### config.mk
export PLATFORM = sky130hd
export DESIGN_NAME = e203_cg_sched
export DESIGN_NICKNAME = d
export VERILOG_FILES = /design/src/rtl/e203_cg_sched.sv
export SDC_FILE = /design/constraint.sdc
export NUM_CORES = 1
export LEC_CHECK = 0
export CAP_MARGIN = 20
export CORE_ASPECT_RATIO = 1.25
export CORE_MARGIN = 4
export CORE_UTILIZATION = 50
export CTS_BUF_LIST = sky130_fd_sc_hd__clkbuf_4 sky130_fd_sc_hd__clkbuf_8
export DETAILED_ROUTE_END_ITERATION = 10
export HOLD_SLACK_MARGIN = 0.02
export PLACE_DENSITY = 0.73
export REMOVE_ABC_BUFFERS = 1
export SLEW_MARGIN = 15
export SYNTH_ARGS = -nofsm -noshare
export SYNTH_HDL_FRONTEND = slang
export SYNTH_SLANG_ARGS = --single-unit
### constraint.sdc
create_clock -name clk -period 1.42 [get_ports clk]
set_input_delay 0.142 -clock clk [delete_from_list [all_inputs] [get_ports clk]]
set_output_delay 0.142 -clock clk [all_outputs]
set_load 0.1 [all_outputs]
### src/rtl/e203_cg_sched.sv
// -----------------------------------------------------------------------------
// e203_cg_sched
// Clock-gating scheduler for the E203 core.
//
// Decides, cycle by cycle, the clock enables for the gated units
// (bit 0=IFU, 1=EXU, 2=LSU, 3=BIU, 4=ITCM, 5=DTCM). Each unit has its own idle
// hysteresis. The block also sequences core sleep entry and exit around WFI:
// RUN -> DRAIN -> SLEEP -> WAKE -> RUN.
//
// Ports:
//   clk            core clock (ungated)
//   rst            synchronous, active-high reset
//   test_mode      DFT override; forces every enable high
//   core_cgstop    software gating disable; forces every enable high
//   unit_active    per-unit busy indication
//   core_wfi       core requests sleep (level)
//   wake_req       wake event, such as an interrupt or debug request (level)
//   unit_clk_en    per-unit clock-gate enable
//   core_clk_en    core-level clock-gate enable
//   core_sleep_ack sleep granted; the core clock is off
// -----------------------------------------------------------------------------
module e203_cg_sched #(
    parameter int N_UNIT    = 6,
    parameter int IDLE_HOLD = 8,   // legal range 1..15
    parameter int WAKE_DLY  = 2    // legal range 1..15
) (
    input  logic              clk,
    input  logic              rst,
    input  logic              test_mode,
    input  logic              core_cgstop,
    input  logic [N_UNIT-1:0] unit_active,
    input  logic              core_wfi,
    input  logic              wake_req,
    output logic [N_UNIT-1:0] unit_clk_en,
    output logic              core_clk_en,
    output logic              core_sleep_ack
);

    typedef enum logic [1:0] {
        ST_RUN   = 2'd0,
        ST_DRAIN = 2'd1,
        ST_SLEEP = 2'd2,
        ST_WAKE  = 2'd3
    } state_t;

    localparam logic [3:0] HOLD_MAX = 4'(IDLE_HOLD - 1);
    localparam logic [3:0] WAKE_MAX = 4'(WAKE_DLY - 1);

    state_t            state_q, state_d;
    logic [3:0]        wk_cnt_q, wk_cnt_d;
    logic              ack_q, ack_d;
    logic [N_UNIT-1:0] en_q, en_d;
    logic [3:0]        cnt_q [N_UNIT];
    logic [3:0]        cnt_d [N_UNIT];
    logic              ovr_s;
    logic              wake_all_s;

    // Override is purely combinational; internal state keeps advancing.
    always_comb begin
        ovr_s = test_mode | core_cgstop;
    end

    // Sleep FSM next-state and wake delay counter.
    always_comb begin
        state_d  = state_q;
        wk_cnt_d = 4'd0;
        case (state_q)
            ST_RUN: begin
                if (core_wfi && !wake_req) begin
                    state_d = ST_DRAIN;
                end else begin
                    state_d = ST_RUN;
                end
            end
            ST_DRAIN: begin
                // Abort wins over sleep entry.
                if (wake_req || !core_wfi) begin
                    state_d = ST_RUN;
                end else if (unit_active == '0) begin
                    state_d = ST_SLEEP;
                end else begin
                    state_d = ST_DRAIN;
                end
            end
            ST_SLEEP: begin
                if (wake_req) begin
                    state_d = ST_WAKE;
                end else begin
                    state_d = ST_SLEEP;
                end
            end
            ST_WAKE: begin
                if (wk_cnt_q == WAKE_MAX) begin
                    state_d  = ST_RUN;
                    wk_cnt_d = 4'd0;
                end else begin
                    state_d  = ST_WAKE;
                    wk_cnt_d = wk_cnt_q + 4'd1;
                end
            end
            default: begin
                state_d  = ST_RUN;
                wk_cnt_d = 4'd0;
            end
        endcase
        ack_d = (state_d == ST_SLEEP);
    end

    // Units must already be enabled on the edge that enters WAKE, so the
    // SLEEP->WAKE transition is treated the same as being in WAKE.
    always_comb begin
        wake_all_s = (state_q == ST_WAKE) || (state_d == ST_WAKE);
    end

    // Per-unit idle hysteresis; the counter saturates at IDLE_HOLD-1.
    always_comb begin
        en_d = en_q;
        for (int i = 0; i < N_UNIT; i++) begin
            cnt_d[i] = cnt_q[i];
            if (wake_all_s) begin
                en_d[i]  = 1'b1;
                cnt_d[i] = 4'd0;
            end else if (state_q == ST_SLEEP) begin
                en_d[i]  = 1'b0;
                cnt_d[i] = 4'd0;
            end else if (unit_active[i]) begin
                en_d[i]  = 1'b1;
                cnt_d[i] = 4'd0;
            end else if (cnt_q[i] == HOLD_MAX) begin
                en_d[i]  = 1'b0;
                cnt_d[i] = cnt_q[i];
            end else begin
                en_d[i]  = en_q[i];
                cnt_d[i] = cnt_q[i] + 4'd1;
            end
        end
    end

    // State register for the FSM, counters, enables and sleep ack.
    always_ff @(posedge clk) begin
        if (rst) begin
            state_q  <= ST_RUN;
            wk_cnt_q <= 4'd0;
            ack_q    <= 1'b0;
            en_q     <= '1;
            for (int i = 0; i < N_UNIT; i++) begin
                cnt_q[i] <= 4'd0;
            end
        end else begin
            state_q  <= state_d;
            wk_cnt_q <= wk_cnt_d;
            ack_q    <= ack_d;
            en_q     <= en_d;
            for (int i = 0; i < N_UNIT; i++) begin
                cnt_q[i] <= cnt_d[i];
            end
        end
    end

    // Output mapping: registered state combined with the override.
    always_comb begin
        unit_clk_en    = en_q | {N_UNIT{ovr_s}};
        core_clk_en    = (state_q != ST_SLEEP) | ovr_s;
        core_sleep_ack = ack_q;
    end

endmodule

==> results.md, run 1 <==
- IO Pins: 20
- Fin worst setup slack: -90.62 ps
- Ys Warns: 0
- Worst-Margin Slew: 317.6 ps
- Violated checks: negative setup slack
- Core Footprint: 3000 um^2
- Relative slew slack: 78.56%
- Layout cell share with drive strength beyond 1: 24.29%
- Vias in the first global route: 1,407
- Area growth syn-to-layout: 33.28%
- Starting DRT DRC Count: 22
- Post-route cell area: 2140 um^2
- Via count: 1,348
- Total Routed Length: 3.375 mm
- Filler instances: 217
- Worst slack, placed: -91.02 ps
- HPWL Detailed: 2.492 mm
- Unrepaired setup endpoints after global routing: true
- Crit path max fanout: 2
- Gpl congestion: ~0.74
- Die width: 58.68 um
- Max Slew Vio Count: 0
- Sw power: 413.9 uW
- First drt pass iteration count: 4
- CTS hold repair buffers: 0
- Seq/Total Area, Yosys: 46.14%
- Total Routing Usage GR: roughly 18%
- Multi-input gate area: 885.9 um^2
- Vias per cell: 5.480
- First-pass GRT wire length: between 5 and 6 mm
- Crit-path cells: or4b_4, buf_12
- Achievable Freq: 662.0 MHz
- Met2 usage: a little under a third
- Met1 GRT Util: 20.00%
- WL/cell: 13.72 um
- CP max-delay cell: or4b_4
- Residual DRC: 0
- Min Tclk post-route: 1511 ps
- Max-cap violation count: 0
- Final setup viols: 1
- Initial antenna violation count: 0
- Cell Rows: 22
- Reg-to-Reg End: en_q[3]$_SDFFE_PP1P_
- Max stage delay on crit path: 510 ps
- Root Driver: clkbuf_4
- Largest net degree at the start of global routing: 12
- Reg power frac: 61.2%
- Hold Violations, Final: 0
- NumNets Final: roughly 230
- Mean Syn Cell Area: 9.555 um^2
- Clk pin slew, worst setup/hold paths: 100 ps
- FF/Latch Area: 750.7 um^2
- Worst Setup Start Kind: register
- Last element of the critical path: core_clk_en
- Overflow left after global routing: 0
- Critical path data required time: approximately 1300 ps
- Number of port buffers: 19
- Residual antenna-violating net count after detailed routing: 0
- PnR Total Power: between 1.5 and 2 mW
- R2r setup slk: 110 ps
- Die footprint: 4187 um^2
- Worst hold stages: 1
- Int Pwr: ~1.3 mW
- #FFs+latches synth: 37
- Leakage: 0.9156 nW
- Post-Synthesis Cells: 168
- PD cells: 817.9 nW/um^2
- Clock share of power: 31.3%
- Class of the most critical setup path: register to primary output
- Area post-placement: 2007 um^2
- Clock Sinks: 37
- Sw Ratio: 23.65%
- FF-to-FF path depth: 4
- ANT cells: 0
- Arrival time at the worst endpoint: 1370 ps
- Critical path capture point type: primary output
- Status: complete, but fails checks
- Met3 Track Usage GR: 6.667%
- Hold/Removal Path Class: register to register
- Max VDD drop: between 0.7 and 0.8 mV
- Mapped cell area: 1605 um^2
- CTS HTree Levels: 2
- Clk_lat worst skew: 340 ps
- Maximum clock insertion buffer count: 2
- Comb power frac: 7.4%
- Worst r2r src: cnt_q[3][0]$_SDFFE_PP0N_
- TritonCTS clock tree: yes
- Die height: a little over 70 um
- Initial Utilization: 53.50%
- Top Usage Layer GRT: met2
- Final period util: 106.4%
- Synth cell types: 30
- Worst Skew: 8.108 ps
- Clock buffer count from CTS: 5
- CP Launch Point: state_q[0]$_SDFF_PP0_
repair_timing:
action	4_1_cts	5_1_grt
gates resized for setup	9	9
pin swaps	1	8
endpoints found under the setup margin	7	9
setup buffers	0	4
sequential cells by signal (all words and copies together), names as in the netlist:
signal / count
core_sleep_ack: 1
cnt_q: 24
en_q: 6
state_q: 2
wk_cnt_q: 4
critical path, delay by kind of cell (launching register included):
kind / cells / cell delay (ps)
buffers and inverters: 1 / 190
flip-flops: 1 / 340
AND/OR/NAND/NOR: 1 / 510
power groups by stage:
| stage | combinational (mW) | clock (mW) | sequential [mW] |
|---|---|---|---|
| after floorplan | 0.0531 | 0 | 1.09 |
| after global placement | 0.122 | 0 | 1.09 |
| after detailed placement | 0.128 | 0 | 1.10 |
| after CTS | 0.129 | 0.571 | 1.07 |
| after global routing | 0.148 | 0.611 | 1.07 |
| final | 0.130 | 0.548 | 1.07 |
per-layer routing:
metal / vias to the layer above / share of wire, %
li1: 687 / -
met1: 630 / 41
met2: 25 / 51
met3: 6 / 5.6
met4: 0 / 1.9
met5: - / 0
how the worst min path moves through the flow:
stage                           start                      to  slack, ps
2_1_floorplan                     rst   state_q[0]$_SDFF_PP0_        210
3_3_place_gp   wk_cnt_q[0]$_SDFF_PP0_  wk_cnt_q[0]$_SDFF_PP0_        450
3_5_place_dp   wk_cnt_q[0]$_SDFF_PP0_  wk_cnt_q[0]$_SDFF_PP0_        460
4_1_cts                unit_active[5]    en_q[5]$_SDFFE_PP1P_        490
5_1_grt        wk_cnt_q[0]$_SDFF_PP0_  wk_cnt_q[0]$_SDFF_PP0_        520
6_report       wk_cnt_q[0]$_SDFF_PP0_  wk_cnt_q[0]$_SDFF_PP0_        480
logic make-up after synthesis:
kind of cell	count (synthesis)	share of synthesized area (%)
XOR/XNOR	8	4.365
AND/OR/NAND/NOR	76	24.71
flip-flops	37	46.14
buffers and inverters	4	1.169
multiplexers	12	7.483
adder cells (fa/ha/maj)	8	6.236
AO/OA/AOI/OAI	23	9.899
Yosys cell counts:
cell type | n | share of area (%)
nand4bb_1 | 1 | 0.70
o21bai_1 | 6 | 2.8
xor2_1 | 1 | 0.55
a21oi_1 | 1 | 0.31
mux2i_1 | 12 | 7.5
nand3b_1 | 6 | 2.8
nor2b_1 | 1 | 0.39
nor3b_2 | 1 | 0.78
or4b_1 | 1 | 0.62
nand4_1 | 1 | 0.39
or3_1 | 11 | 4.3
clkbuf_1 | 1 | 0.23
a21boi_0 | 1 | 0.47
buf_4 | 1 | 0.47
o21ai_0 | 6 | 1.9
dfxtp_1 | 37 | 46
nand2_1 | 2 | 0.47
a211oi_1 | 6 | 2.8
nor4_1 | 1 | 0.39
nor4b_1 | 1 | 0.55
nand3_1 | 13 | 4.1
ha_1 | 8 | 6.2
nor2_1 | 35 | 8.2
xnor2_1 | 7 | 3.8
nand2b_1 | 1 | 0.39
o311ai_0 | 1 | 0.55
inv_1 | 2 | 0.47
o211ai_1 | 1 | 0.47
or3_4 | 1 | 0.70
a311o_1 | 1 | 0.62
through the flow:
step | TNS [ps] | hold WS (ps) | utilization, % | cells
floorplan | -158.5 | 211.1 | - | 166
global placement | -263.6 | 449.9 | 66.89 | 234
detailed placement | -470.3 | 464.2 | 66.89 | 234
CTS | -139.8 | 485.8 | 69.77 | 242
global route | -189.7 | 515.2 | 71.31 | 246
finish | -90.62 | 481.4 | 71.31 | 246
final cells by class:
class                   count  share of cell area [%]
flip-flops and latches     37                   35.09
repair buffers             36                   18.48
clock inverters             2                  0.4678
inverters                   2                  0.3509
well taps                  36                   2.105
clock buffers               6                   2.105
multi-input cells         127                   41.40
cells in the final DEF (no fill, tap or decap):
| cell type | instances |
|---|---|
| or4b_4 | 1 |
| o21ai_0 | 6 |
| nand3_1 | 13 |
| dfxtp_1 | 29 |
| a21boi_0 | 1 |
| a311o_1 | 1 |
| nor4b_2 | 1 |
| o211ai_1 | 1 |
| a211oi_1 | 6 |
| nand2b_1 | 1 |
| or3_1 | 5 |
| or3_4 | 7 |
| clkbuf_4 | 6 |
| o311ai_0 | 1 |
| nand3b_1 | 6 |
| nand4bb_1 | 1 |
| dfxtp_2 | 8 |
| nand2_1 | 2 |
| nand4_1 | 1 |
| xor2_1 | 1 |
| nor2_1 | 35 |
| clkinv_2 | 2 |
| xnor2_1 | 7 |
| nor3b_2 | 1 |
| a21oi_1 | 1 |
| dlygate4sd2_1 | 2 |
| inv_1 | 2 |
| nor4_1 | 1 |
| mux2i_1 | 12 |
| nor2b_1 | 1 |
| buf_12 | 8 |
| o21bai_1 | 6 |
| buf_4 | 17 |
| ha_1 | 8 |
| clkdlybuf4s50_1 | 9 |
(Power assumes the default switching activity.)
==> run 2, diff against run 1 <==
--- a/config.mk
+++ b/config.mk
@@ -18,3 +18,4 @@
 export SYNTH_ARGS = -nofsm -noshare
 export SYNTH_HDL_FRONTEND = slang
 export SYNTH_SLANG_ARGS = --single-unit
+export TNS_END_PERCENT = 30
==> run 2 against run 1 <==
The run still ends with negative setup slack left. Routed wire length decreased by 2.7%. Non-clock buffer count decreased by 4. Sequential power about the same. Sequential cell count unchanged. Largest cell class unchanged. Clock skew decreased by 5.1 ps. Via count increased by 0.74%. Largest power group unchanged.
==> results.md, run 2 (synthesized netlist as in run 1, its figures left out) <==
- Int Pwr: 1.336 mW
- Final setup TNS: -88.75 ps
- Largest register FFs: 24
- CTS HTree Levels: 2
- Violated checks: negative setup slack
- Maximum clock insertion buffer count: 2
- Reg power frac: 61.4%
- R2r setup slk: around 120 ps
- Critical path capture point type: primary output
- Hold Violations, Final: 0
- Worst r2r src: cnt_q[3][0]$_SDFFE_PP0N_
- Critical path data required time: 1280 ps
- Die footprint: 4187 um^2
- Max stage delay on crit path: 510 ps
- Die height: 71.35 um
- Residual antenna-violating net count after detailed routing: 0
- Achievable Freq: approximately 660 MHz
- Unrepaired setup endpoints after global routing: true
- Initial antenna violation count: 0
- Clock buffer count from CTS: 5
- CP max-delay cell: or4b_4
- Root Driver: clkbuf_4
- Post-CTS setup buffer count: 0
- Hold Startpoint: wk_cnt_q[0]$_SDFF_PP0_
- Clk_lat worst skew: 330 ps
- Clock share of power: 31.2%
- FF-to-FF path depth: 4
- ANT cells: 0
- Min Tclk post-route: ~1500 ps
- Core Footprint: 3000 um^2
- Vias per cell: between 5 and 6
- Comb power frac: 7.5%
- Worst hold stages: 1
- Total Routed Length: 3.284 mm
- WL/cell: between 10 and 15 um
- Worst Hold Path EP: wk_cnt_q[0]$_SDFF_PP0_
- Fin worst setup slack: -88.75 ps
- Sw power: roughly 410 uW
- First-pass GRT wire length: 5.934 mm
- Hold/Removal Path Class: register to register
- CP delay by family, top: simple AND/OR/NAND/NOR gates
- Worst Setup Start Kind: register
- HPWL Detailed: ~2.5 mm
- IO Pins: 20
- Most common cell after layout, fill and taps aside: nor2_1
- Total Routing Usage GR: 18.43%
- Area growth syn-to-layout: 31.18%
- Crit path max fanout: 2
- Largest net degree at the start of global routing: 12
- Biggest register: cnt_q
- Max-cap violation count: 0
- Crit. path cell count: 2
- Max VDD drop: 0.7595 mV
- Max Slew Vio Count: 0
- Final setup viols: 1
- Final period util: 106.2%
- Gpl congestion: ~0.74
- NumNets Final: between 200 and 250
- Die width: 58.68 um
- Sw Ratio: 23.47%
- Status: complete, but fails checks
- Class of the most critical setup path: register to primary output
- Most frequent cells in the layout: nor2_1 (35), dfxtp_1 (32), nand3_1 (13), buf_4 (13), mux2i_1 (12)
- Top flop regs: cnt_q x24, en_q x6, wk_cnt_q x4
- Worst path bufs/invs: 1
- Crit-path cells: or4b_4, buf_12
- Reg-to-Reg End: en_q[3]$_SDFFE_PP1P_
- Initial Utilization: 53.50%
- PD cells: 829.2 nW/um^2
- Worst Skew: 3.019 ps
- Clock Sinks: 37
- Relative slew slack: 78.73%
- Leakage: about 0.90 nW
- Worst-Margin Slew: 315.0 ps
- Residual DRC: 0
- Overflow left after global routing: 0
- First drt pass iteration count: 4
- PnR Total Power: 1.746 mW
- Via count: 1,358
- Cell Rows: 22
- TritonCTS clock tree: yes
- Number of port buffers: 19
- Arrival time at the worst endpoint: 1370 ps
- Layout cell share with drive strength beyond 1: 21.36%
- Vias in the first global route: 1,407
- Clk pin slew, worst setup/hold paths: 110 ps
- Starting DRT DRC Count: 25
## run 2: how the worst max path moves through the flow
| stage | start | endpoint | slack, ps |
|---|---|---|---|
| finish | state_q[0]$_SDFF_PP0_ | core_clk_en | -90 |
| global route | state_q[0]$_SDFF_PP0_ | core_clk_en | -140 |
| CTS | state_q[0]$_SDFF_PP0_ | core_clk_en | -140 |
| detailed placement | core_cgstop | core_clk_en | -90 |
| global placement | core_cgstop | core_clk_en | -110 |
| floorplan | state_q[1]$_SDFF_PP0_ | core_clk_en | -160 |
## run 2: final cells by class
type | instances | area, um^2
Clock buffer | 6 | 45.04
Clock inverter | 2 | 10.01
Fill cell | 217 | 894.6
Inverter | 2 | 7.507
Multi-Input combinational cell | 127 | 885.9
Sequential cell | 37 | 747.0
Tap cell | 36 | 45.04
Timing Repair Buffer | 32 | 365.4
## run 2: worst register-to-register path, stage by stage (launching register included)
cell,delay [ps]
dfxtp_1,400
ha_1,230
nand3b_1,190
a211oi_1,290
o21bai_1,90
## run 2: routing by layer
metal / GRT usage [%] / wire (um) / part of all wire, % / vias up
met1: 20.00 / 1339 / 41 / 636
met4: 9.068 / 91 / 2.8 / 0
met5: 0 / 0 / 0 / -
met2: 31.18 / 1676 / 51 / 34
met3: 6.667 / 177 / 5.4 / 11
li1: - / - / - / 677
## run 2: power by group through the flow
stage | registers [mW] | logic [mW] | clock network (mW)
3_3_place_gp | 1.09 | 0.122 | 0
5_1_grt | 1.07 | 0.147 | 0.611
3_5_place_dp | 1.10 | 0.128 | 0
4_1_cts | 1.07 | 0.129 | 0.571
6_report | 1.07 | 0.130 | 0.544
2_1_floorplan | 1.09 | 0.0531 | 0
## run 2: through the flow
step	area, um^2	hold slack (ps)	worst slack, ps	instances	utilization [%]
3_5_place_dp	2007	464.2	-91.02	234	66.89
2_1_floorplan	1594	211.1	-158.5	166	-
3_3_place_gp	2007	449.9	-105.2	234	66.89
6_report	2106	481.6	-88.75	242	70.18
5_1_grt	2106	515.2	-136.8	242	70.18
4_1_cts	2093	485.8	-139.8	242	69.77
## run 2: timing repair
item | 4_1_cts | 5_1_grt
endpoints found under the setup margin | 7 | 9
gates cloned | 0 | 0
gates resized for setup | 9 | 6
pin swaps | 1 | 5
hold endpoints to repair | 0 | 0
hold buffers | 0 | 0
==> run 3, diff against run 2 <==
--- a/config.mk
+++ b/config.mk
@@ -5,7 +5,6 @@
 export SDC_FILE = /design/constraint.sdc
 export NUM_CORES = 1
 export LEC_CHECK = 0
-export CAP_MARGIN = 20
 export CORE_ASPECT_RATIO = 1.25
 export CORE_MARGIN = 4
 export CORE_UTILIZATION = 50
@@ -13,7 +12,6 @@
 export DETAILED_ROUTE_END_ITERATION = 10
 export HOLD_SLACK_MARGIN = 0.02
 export PLACE_DENSITY = 0.73
-export REMOVE_ABC_BUFFERS = 1
 export SLEW_MARGIN = 15
 export SYNTH_ARGS = -nofsm -noshare
 export SYNTH_HDL_FRONTEND = slang
==> run 3 against run 2 <==
The flow still finishes with violations (negative setup slack). Sequential share of layout area fell by 0.067 points. Routed wire length rose by 1.8%. Worst setup slack got worse by 9.2 ps. Clock-buffer cell count rose by 1. Power rose by 4.3%. Via count fell by 2.4%. Die area did not move. Core utilization rose by 0.25 points. Sequential power barely moved. Clock power rose by 15%. Combinational power barely moved. Global-route usage fell by 0.73 points. Largest cell class unchanged.
==> results.md, run 3 (synthesized netlist as in run 1, its figures left out) <==
- Final period util: 106.9%
- Starting DRT DRC Count: 40
- Die footprint: 4187 um^2
- Crit path max fanout: 2
- Worst Setup Start Kind: register
- Arrival time at the worst endpoint: 1380 ps
- Final setup viols: 1
- Max VDD drop: 0.7470 mV
- FF-to-FF path depth: 4
- Top flop regs: cnt_q x24, en_q x6, wk_cnt_q x4
- CP max-delay cell: or4b_4
- Biggest register: cnt_q
- Hold/Removal Path Class: register to register
- WL/cell: 13.88 um
- Area growth syn-to-layout: 31.64%
- Root Driver: clkbuf_4
- Total Routed Length: between 3 and 4 mm
- Clock share of power: 34.2%
- Highest metal used: met4
- Reg power frac: approximately three fifths
- Maximum clock insertion buffer count: 2
- Hold Startpoint: wk_cnt_q[0]$_SDFF_PP0_
- CP delay by family, top: simple AND/OR/NAND/NOR gates
- Core Footprint: ~3000 um^2
- Clk pin slew, worst setup/hold paths: roughly 110 ps
- Int Pwr: ~1.4 mW
- CTS HTree Levels: 2
- Layout cell share with drive strength beyond 1: 21.46%
- Status: complete, but fails checks
- Relative slew slack: between 60 and 70%
- IO Pins: 20
- Min Tclk post-route: between 1500 and 2000 ps
- HPWL Detailed: 2.491 mm
- Critical path data required time: around 1300 ps
- First-pass GRT wire length: 5.706 mm
- CTS hold repair buffers: 0
- Overflow left after global routing: 0
- PnR Total Power: 1.822 mW
- Reg-to-Reg End: en_q[3]$_SDFFE_PP1P_
- Residual DRC: 0
- Final setup TNS: -97.99 ps
- First drt pass iteration count: 4
- Die height: 71.35 um
- ANT cells: 0
- Filler instances: 238
- Most frequent cells in the layout: nor2_1 (35), dfxtp_1 (31), nand3_1 (13)
- Unrepaired setup endpoints after global routing: true
- Met3 wire len: 169 um
- Max Slew Vio Count: 0
- Metal-1 WL: 1.407 mm
- Worst hold stages: 1
- Comb power frac: 7.0%
- TritonCTS clock tree: yes
- Residual antenna-violating net count after detailed routing: 0
- Clk_lat worst skew: 340 ps
- Most common cell after layout, fill and taps aside: nor2_1
- Layout Utilization: a little over two thirds
- Worst path bufs/invs: 1
- Number of port buffers: 19
- Initial Utilization: 53.50%
- Crit-path cells: or4b_4, buf_12
- Critical path capture point type: primary output
- Vias in the first global route: 1,313
- Class of the most critical setup path: register to primary output
- PD cells: 862.0 nW/um^2
- Sw power: approximately 410 uW
- NumNets Final: 224
- Clock Sinks: 37
- Gpl congestion: 0.7271
- R2r setup slk: 80 ps
- Initial antenna violation count: 0
- Largest register FFs: 24
- Total Routing Usage GR: 17.70%
- Largest net degree at the start of global routing: 12
- Violated checks: negative setup slack
- Via count: around 1,300
- Max stage delay on crit path: 510 ps
- Worst r2r src: cnt_q[3][0]$_SDFFE_PP0N_
- Hold Violations, Final: 0
- Clock buffer count from CTS: 5
- Achievable Freq: 658.8 MHz
- Mapped Nets: 188
- Max-cap violation count: 0
- Cell Rows: 22
- Leakage: 0.8990 nW
- Worst-Margin Slew: 451.0 ps
- Wire length on met2: 1.705 mm
- Fin worst setup slack: -97.99 ps
- Sw Ratio: about 22%
- Worst Skew: between 8 and 9 ps
- Die width: 58.68 um
- Worst Hold Path EP: wk_cnt_q[0]$_SDFF_PP0_
- Vias per cell: 5.502
run 3: cell count changes in the layout (fill, tap and decap cells not counted):
| cell | delta |
|---|---|
| dfxtp_2 | +1 |
| a211oi_2 | +1 |
| a211oi_1 | -1 |
| clkbuf_8 | +2 |
| dfxtp_1 | -1 |
| nor4b_2 | -1 |
| clkbuf_4 | -1 |
| nor4b_1 | +1 |
| clkinv_2 | -1 |
| buf_4 | -1 |
run 3: worst reg2reg max path, delay by kind of cell (launching register included):
family,cells,cell delay (ps)
flip-flops,1,400
AO/OA/AOI/OAI,2,400
adder cells (fa/ha/maj),1,240
AND/OR/NAND/NOR,1,190
run 3: worst max path at each step:
stage,cells after the start,end,slack (ps),from
global route,2,core_clk_en,-150,state_q[0]$_SDFF_PP0_
finish,2,core_clk_en,-100,state_q[0]$_SDFF_PP0_
global placement,3,core_clk_en,-80,core_cgstop
floorplan,2,core_clk_en,80,state_q[1]$_SDFF_PP0_
CTS,2,core_clk_en,-120,state_q[0]$_SDFF_PP0_
detailed placement,4,unit_clk_en[1],-70,core_cgstop
run 3: stage by stage:
stage	setup slack, ps	cell area (um^2)	hold WS (ps)	instances
finish	-97.99	2113	478.5	241
global route	-147.8	2113	512.1	241
CTS	-118.4	2097	477.1	241
detailed placement	-73.93	1996	457.3	232
global placement	-79.01	1996	446.7	232
floorplan	82.59	1609	297.6	168
run 3: power by group through the flow:
stage                     Sequential (mW)  Clock (mW)  Combinational [mW]
after floorplan                      1.09           0              0.0557
after global placement               1.09           0               0.120
after detailed placement             1.09           0               0.127
after CTS                            1.07       0.646               0.127
final                                1.07       0.623               0.127
after global routing                 1.07       0.691               0.142
run 3: per-layer routing:
| layer | global-route usage (%) | vias to the layer above |
|---|---|---|
| met5 | 0 | - |
| met4 | 8.312 | 0 |
| met3 | 5.766 | 6 |
| met2 | 30.19 | 26 |
| met1 | 19.56 | 617 |
| li1 | - | 677 |
run 3: what timing repair did:
| action | CTS | global route |
|---|---|---|
| cloned | 0 | 0 |
| endpoints found under the setup margin | 7 | 8 |
| gates resized for setup | 8 | 7 |
| pin swaps | 1 | 4 |
| setup buffers | 1 | 0 |
| hold endpoints to repair | 0 | 0 |
run 3: layout make-up:
type	instances	area [um^2]	area share, %
Clock inverter	1	5.005	0.2368
Clock buffer	7	65.06	3.079
Tap cell	36	45.04	2.131
Sequential cell	37	748.2	35.41
Inverter	2	7.507	0.3552
Multi-Input combinational cell	127	884.6	41.86
Timing Repair Buffer	31	357.8	16.93
==> variant (config.mk and constraints of run 2) <==
The parameter `N_UNIT` goes from 6 to 12.
--- a/src/rtl/e203_cg_sched.sv
+++ b/src/rtl/e203_cg_sched.sv
@@ -20,7 +20,7 @@
 //   core_sleep_ack sleep granted; the core clock is off
 // -----------------------------------------------------------------------------
 module e203_cg_sched #(
-    parameter int N_UNIT    = 6,
+    parameter int N_UNIT    = 12,
     parameter int IDLE_HOLD = 8,   // legal range 1..15
     parameter int WAKE_DLY  = 2    // legal range 1..15
 ) (
Interface: changed (resized unit_active and unit_clk_en); port bits go from 20 to 32. No check against the original RTL was run, so the function may have changed too.
==> variant against run 2 <==
  * Sequential cell count grew 30
  * Utilization shrank 0.11 points
  * Sequential power grew 82%
  * Register-to-register slack gained 50 ps
  * Final area grew 82%
  * Routed wire length grew 88%
  * Non-clock buffer count grew 23
  * Area after synthesis grew 77%
  * Total power grew 140%
  * Setup slack gained 110 ps
  * Largest power group is now the clock network
==> variant: results (changes against run 2) <==
| Metric | Value |
|---|---|
| Worst Setup SP | en_q[3]$_SDFFE_PP1P_ (was state_q[0]$_SDFF_PP0_) |
| Worst path slowest cell | or3_4 (was or4b_4) |
| Synth top cells by count | dfxtp_1 (67), nor3_1 (50), nand3_1 (25) (was dfxtp_1 (37), nor2_1 (35), nand3_1 (13)) |
| Largest net degree at the start of global routing | 41 (was 12) |
| GR Layer Usage met3 | 6.406% (was 6.667%) |
| Worst EP arrival | 1260 ps (was 1370 ps) |
| Clock skew | 10.32 ps (was 3.019 ps) |
| Final std cells w/o fill | 428 (was 242) |
| WL/cell | 14.46 µm (was 13.57 µm) |
| Final net count | 391 (was 225) |
| Vias in the first global route | 2417 (was 1407) |
| Outcome | complete, no violations (was finished with violations) |
| Top cells by area, synth | dfxtp_1 (47%), nor3_1 (8.8%), mux2i_1 (8.4%) (was dfxtp_1 (46%), nor2_1 (8.2%), mux2i_1 (7.5%)) |
| Post-layout min period | 1398 ps (was 1509 ps) |
| Layout cells sized above 1 | 20.88% (was 21.36%) |
| Root Driver | clkbuf_8 (was clkbuf_4) |
| Vias per cell | 5.645 (was 5.612) |
| Clock slew at reported path FFs | 70 ps (was 110 ps) |
| Met3 Routed Length | 312 µm (was 177 µm) |
| Max rail drop VDD | 0.001038 V (was 0.0007595 V) |
| Largest regs | cnt_q (48), en_q (12), wk_cnt_q (4) (was cnt_q (24), en_q (6), wk_cnt_q (4)) |
| H-tree depth | 3 (was 2) |
| All-Layer GR Usage | 19.25% (was 18.43%) |
| Worst R2R Start | state_q[0]$_SDFF_PP0_ (was cnt_q[3][0]$_SDFFE_PP0N_) |
| Placed cell area | 3506 µm² (was 2007 µm²) |
| Worst hold path cell count | 1 (unchanged) |
| Cts bufs inserted | 9 (was 5) |
| Distinct cells, synth | 28 (was 30) |
| Syn Inst Count | 303 (was 168) |
| Met1 Use GR | 21.72% (was 20.00%) |
| Worst min path class | flip-flop to flip-flop (unchanged) |
| RR Endpoint | state_q[1]$_SDFF_PP0_ (was en_q[3]$_SDFFE_PP1P_) |
| DP Worst Slack | -117.2 ps (was -91.02 ps) |
| Initial DRC count | 130 (was 25) |
| First-pass GRT wire length | 10.18 mm (was 5.934 mm) |
| Post-DP HPWL | 4.300 mm (was 2.492 mm) |
| Slew headroom | 69.99% (was 78.73%) |
| Max stage delay on crit path | 400 ps (was 510 ps) |
| Post-synthesis sequential area ratio | 47.16% (was 46.14%) |
| Routed length on met1 | 2.672 mm (was 1.339 mm) |
| Gpl congestion | 0.7541 (was 0.7443) |
| Leakage | 1.581 nW (was 0.8992 nW) |
| Hold WS | 466.6 ps (was 481.6 ps) |
-- variant: repair_timing --
item,CTS,global route
gates cloned,1,0
setup endpoints to repair,12,9
pin swaps,0,2
resized for setup,15,8
-- variant: cells by family after synthesis --
family / after synthesis / share of synthesized area, %
buffers and inverters: 14 / 1.980
and+or+nand+nor: 128 / 23.71
xor gates and xnor gates: 14 / 4.312
adders and majority gates: 14 / 6.159
DFF: 67 / 47.16
AOI/OAI and AO/OA: 42 / 8.227
muxes: 24 / 8.447
-- variant: where the power goes --
group | internal, mW | total, mW | switching, mW
sequential | 1.91 | 1.95 | 0.0323
clock | 1.22 | 1.96 | 0.746
combinational | 0.134 | 0.263 | 0.129
-- variant: layout make-up --
cell class              instances  area [µm²]
inverters                       4       15.01
well taps                      64       80.08
repair buffers                 55       639.4
clock buffers                  10       137.6
multi-input cells             222        1509
clock inverters                 6       111.4
fillers                       411        1640
flip-flops and latches         67        1348
